## src/rtl/stream_multiplexer.sv

```systemverilog
// stream_multiplexer: registered N:1 stream multiplexer with valid/ready on
// every input channel and on the output.
//   mode = 0 : addressed, the channel is taken from addr
//   mode = 1 : round-robin, the search starts just after the last granted channel
// Ports:
//   clk, reset           rising-edge clock, synchronous active-high reset
//   mode, addr           arbitration mode and the addressed channel
//   in_data/in_valid     CHANNELS packed input words and their valids
//   in_ready             per-channel accept (one-hot or zero)
//   out_data/out_chan    registered word and the channel it came from
//   out_valid/out_ready  output handshake
module stream_multiplexer #(
  parameter int WIDTH     = 8,
  parameter int CHANNELS  = 4,
  parameter int SEL_WIDTH = 2
) (
  input  logic                        clk,
  input  logic                        reset,
  input  logic                        mode,
  input  logic [SEL_WIDTH-1:0]        addr,
  input  logic [CHANNELS*WIDTH-1:0]   in_data,
  input  logic [CHANNELS-1:0]         in_valid,
  output logic [CHANNELS-1:0]         in_ready,
  output logic [WIDTH-1:0]            out_data,
  output logic [SEL_WIDTH-1:0]        out_chan,
  output logic                        out_valid,
  input  logic                        out_ready
);

  logic [CHANNELS-1:0][WIDTH-1:0] chan_data;
  assign chan_data = in_data;

  logic [WIDTH-1:0]     out_data_q,  out_data_d;
  logic [SEL_WIDTH-1:0] out_chan_q,  out_chan_d;
  logic                 out_valid_q, out_valid_d;
  logic [SEL_WIDTH-1:0] last_q,      last_d;

  logic                 load_en;
  logic                 rr_found;
  logic [SEL_WIDTH-1:0] rr_grant;
  logic [31:0]          addr_ext;
  logic                 addr_ok;
  logic [SEL_WIDTH-1:0] grant;
  logic                 grant_ok;
  logic                 xfer;
  int                   idx;

  // The register can take a word when empty or when its word leaves this cycle.
  assign load_en = !out_valid_q | out_ready;

  // Round-robin search: last+1, last+2, ... wrapping, first valid wins.
  // Wrap is done by a single subtract so non-power-of-two CHANNELS work.
  always_comb begin
    rr_found = 1'b0;
    rr_grant = '0;
    idx      = 0;
    for (int k = 1; k <= CHANNELS; k++) begin
      idx = int'(last_q) + k;
      if (idx >= CHANNELS) idx = idx - CHANNELS;
      if (!rr_found && in_valid[SEL_WIDTH'(idx)]) begin
        rr_found = 1'b1;
        rr_grant = SEL_WIDTH'(idx);
      end
    end
  end

  // addr can encode channels that do not exist when CHANNELS < 2**SEL_WIDTH.
  assign addr_ext = 32'(addr);
  assign addr_ok  = addr_ext < 32'(CHANNELS);

  assign grant    = mode ? rr_grant : addr;
  assign grant_ok = mode ? rr_found : addr_ok;

  // in_ready depends only on control inputs and state, never on in_data.
  // Forced low during reset so nothing is consumed from a producer then.
  for (genvar i = 0; i < CHANNELS; i++) begin : g_rdy
    assign in_ready[i] = !reset & load_en & grant_ok & (grant == SEL_WIDTH'(i));
  end

  assign xfer = |(in_ready & in_valid);

  always_comb begin
    out_data_d  = out_data_q;
    out_chan_d  = out_chan_q;
    out_valid_d = out_valid_q;
    last_d      = last_q;
    if (xfer) begin
      // Only the granted channel is read, so junk elsewhere never reaches out_data.
      out_data_d  = chan_data[grant];
      out_chan_d  = grant;
      out_valid_d = 1'b1;
      if (mode) last_d = grant;
    end else if (out_valid_q && out_ready) begin
      out_valid_d = 1'b0;
    end
  end

  always_ff @(posedge clk) begin
    if (reset) begin
      out_data_q  <= '0;
      out_chan_q  <= '0;
      out_valid_q <= 1'b0;
      last_q      <= SEL_WIDTH'(CHANNELS - 1);
    end else begin
      out_data_q  <= out_data_d;
      out_chan_q  <= out_chan_d;
      out_valid_q <= out_valid_d;
      last_q      <= last_d;
    end
  end

  assign out_data  = out_data_q;
  assign out_chan  = out_chan_q;
  assign out_valid = out_valid_q;

endmodule

```

## config.mk

```make
export PLATFORM = sky130hd
export DESIGN_NAME = stream_multiplexer
export DESIGN_NICKNAME = d
export VERILOG_FILES = /design/src/rtl/stream_multiplexer.sv
export SDC_FILE = /design/constraint.sdc
export NUM_CORES = 1
export LEC_CHECK = 0
export CORE_UTILIZATION = 40
export DETAILED_ROUTE_END_ITERATION = 16
export PLACE_DENSITY = 0.94
export SYNTH_ARGS = -nofsm -noshare
export SYNTH_HDL_FRONTEND = slang
export SYNTH_SLANG_ARGS = --single-unit
```

## constraint.sdc

```tcl
create_clock -name clk -period 4.27 [get_ports clk]
set_clock_uncertainty 0.05 [all_clocks]
set_input_delay 0.854 -clock clk [delete_from_list [all_inputs] [get_ports clk]]
set_output_delay 0.854 -clock clk [all_outputs]
set_load 0.03 [all_outputs]
```

==> flow_summary.yaml <==
outcome:
  status: "complete, no violations"
setup_path:
  crit_fanout: 8
  critical_path_arrival_ns: 3.26
  r2r_setup_slack_ns: 1.80
  cpMostUsedCell: "clkdlybuf4s50_1"
  rr_worst_depth: 8
  path_cells: "clkdlybuf4s50_1 -> nor4_1 -> a211oi_1 -> nand2_1 -> nor2b_1 -> clkdlybuf4s50_1"
  setup.worst_path.class: "input pin to output pin"
  cpPeakStageDelay_ns: 0.69
  cp-end-kind: "output pin"
  cp_slowest_cell: "clkdlybuf4s50_1"
  crit_path_start_kind: "input pin"
  cp_data_required_time_ns: 3.37
placement:
  place_hpwl_mm: 2.377
  portBuffers: 56
  place_congestion: 0.7474
yosys:
  synth.distinct_cells: 32
  syn_avg_cell_area_um2: 8.823
  async_flop_share_pct: 0
  synthCells: 116
  mappedNetlistArea_um2: 1023
  muxShareOfSynthArea_pct: 22.37
  ys_top_cells_by_area: "dfxtp_1 (25%), mux2i_1 (11%), a21oi_1 (9.8%)"
  synth_compound_area_share_pct: 32.15
  synth_top_family_by_area: "compound AO/OA/AOI/OAI gates"
  yosys.area.top_type: "dfxtp_1"
  synth_xor_area_share_pct: 0
  synth_nets: 158
  synth_most_common_cell: "a21oi_1"
  synth_fa_ha_area_share_pct: 0
  seq_area_frac_synth_pct: 25.43
  synth_top_area_share_pct: 25.43
  synth-simple-area-share_pct: 11.25
  synth_top_flop_cell: "dfxtp_1"
  ys_warn_count: 0
  synthTopCellsByCount: "a21oi_1 (20), dfxtp_1 (13), mux2i_1 (11)"
  synth-seq-cells: 13
  synth-edff-count: 0
pwr:
  p_sw_w: 0.0001473
  vdd_drop_max_mv: 0.1871
  p_int_w: 0.0002649
  clkPwrFrac_pct: 18.8
  power.share.combinational_pct: 47.1
  power_frac_seq_pct: 34.0
  p_per_area_nw_per_um2: 258.4
  swShare_pct: 35.73
  leakage_nw: 0.6068
clock_tree:
  clock_path_buffers: 2
  cts.clk_slew.worst_paths_ns: 0.08
  htreeDepth: 1
  clkLatencyLatePin_ns: 0.27
  cts_hold_buffers: 0
  cts_root_buf: "clkbuf_4"
  cts_buffers: 3
  clkSinkCount: 13
  tritoncts: "built"
drt:
  viasPerCell: 5.801
  first_pass_iters: 5
  drt_iter0_drc: 30
  wl_per_cell_um: 15.81
  postRouteAntennaNets: 0
  route.vias.total: 1166
  wl_mm: 3.177
  drcViolationCount: 0
sta:
  fin_crit_ns: 4.166
  timing.fmax_mhz: 240.0
  worst_slew_pin_slew_ns: 0.7253
  fin_crit_sh_pct: 97.57
  finalHoldViolations: 0
  slew_viol_final: 0
  finalSetupViolations: 0
  tns_ns: 0
  slew_headroom_pct: 51.20
  rsz0062_at_grt: "true"
finish:
  diodes: 0
  syn_to_final_growth_pct: 55.87
  drive_gt1_share_pct: 9.827
  final_core_util_pct: 68.81
  layout.nets: 216
global_route:
  grt_pass1_vias: 1095
  grt_pass1_wl_mm: 4.747
  grt_start_max_net_pins: 19
  antenna_found_initial: 0
  overflow: 0
  track_usage_pct: 23.51
die:
  coreArea_um2: 2318
  chipHeight_um: 52.59
  io_pins: 57
  die-area_um2: 2765
  num_rows: 17
  start_util_pct: 44.14
  die_w_um: 52.59
hold_path:
  worst_hold_path_type: "flip-flop to flip-flop"
  whs_path_depth: 2
flow_run:
  cap_violations: 0
cells in the final DEF, fill, tap and decap left out, types with 3 or more instances in the layout:
master	n
nor2_1	5
o21ai_1	8
o211ai_1	8
o21ai_0	5
mux2i_1	11
nand2_1	4
clkbuf_4	3
a21oi_1	20
mux2_1	8
nor2b_1	3
nand2b_1	3
buf_4	5
clkdlybuf4s50_1	55
dfxtp_1	13
stage by stage:
stage	worst slack, ns	total power, W	hold WS, ns	instances	instance area, um2
finish	0.1039	0.0004122	0.4447	201	1595
global placement	0.3414	0.0003283	0.4156	197	1569
floorplan	0.7972	0.0002576	0.4686	116	1023
global route	-0.03841	0.0004325	0.4626	201	1595
detailed placement	0.1345	0.0003350	0.4276	197	1569
CTS	0.1130	0.0004133	0.4442	201	1595
layer usage:
layer | up-vias | track usage, % | routed length [um] | part of all wire [%]
met5 | - | 0 | 0 | 0
met4 | 0 | 10.96 | 75 | 2.4
met3 | 10 | 4.058 | 249 | 7.8
met2 | 63 | 43.67 | 1596 | 50
met1 | 536 | 25.26 | 1256 | 40
li1 | 557 | - | - | -
critical path, delay by kind of cell:
| kind | cells | cell delay [ns] |
|---|---|---|
| AOI/OAI and AO/OA | 1 | 0.55 |
| buffers and inverters | 2 | 1.32 |
| and+or+nand+nor | 3 | 0.55 |
final cells by class:
class / count / area, um2
fill: 176 / 723.2
sequential: 13 / 260.3
tap: 28 / 35.03
clock buffer: 4 / 26.28
timing repair buffer: 60 / 588.1
multi-input combinational: 94 / 678.2
inverter: 2 / 7.507
sequential cells by signal, summed over array words and instances, names as in the netlist:
register / count
out_valid: 1
out_chan: 2
last_q: 2
out_data: 8
power groups by stage:
stage,sequential [W],combinational [W],clock [W]
after floorplan,0.000161,0.0000970,0
final,0.000140,0.000194,0.0000776
after detailed placement,0.000143,0.000192,0
after CTS,0.000140,0.000194,0.0000792
after global routing,0.000142,0.000206,0.0000846
after global placement,0.000142,0.000186,0
cells by family (layout without fill, tap and decap cells):
kind of cell | count (synthesis) | in the layout
compound gates | 51 | 51
simple gates | 22 | 22
mux | 21 | 21
flops | 13 | 13
buf+inv | 9 | 66
worst paths after layout:
| kind | startpoint | endpoint |
|---|---|---|
| worst max register to register | last_q[1] | out_data[0] |
| worst min-delay path | out_data[6] | out_data[6] |
| worst max-delay path | in_valid[3] | in_ready[1] |
| worst min register to register | out_data[6] | out_data[6] |
timing repair:
item	CTS	global route
resized for setup	0	0
setup endpoints to repair	0	1
hold endpoints to repair	0	0
buffers inserted	0	0
Note: power is estimated with default switching activity, not from simulation.
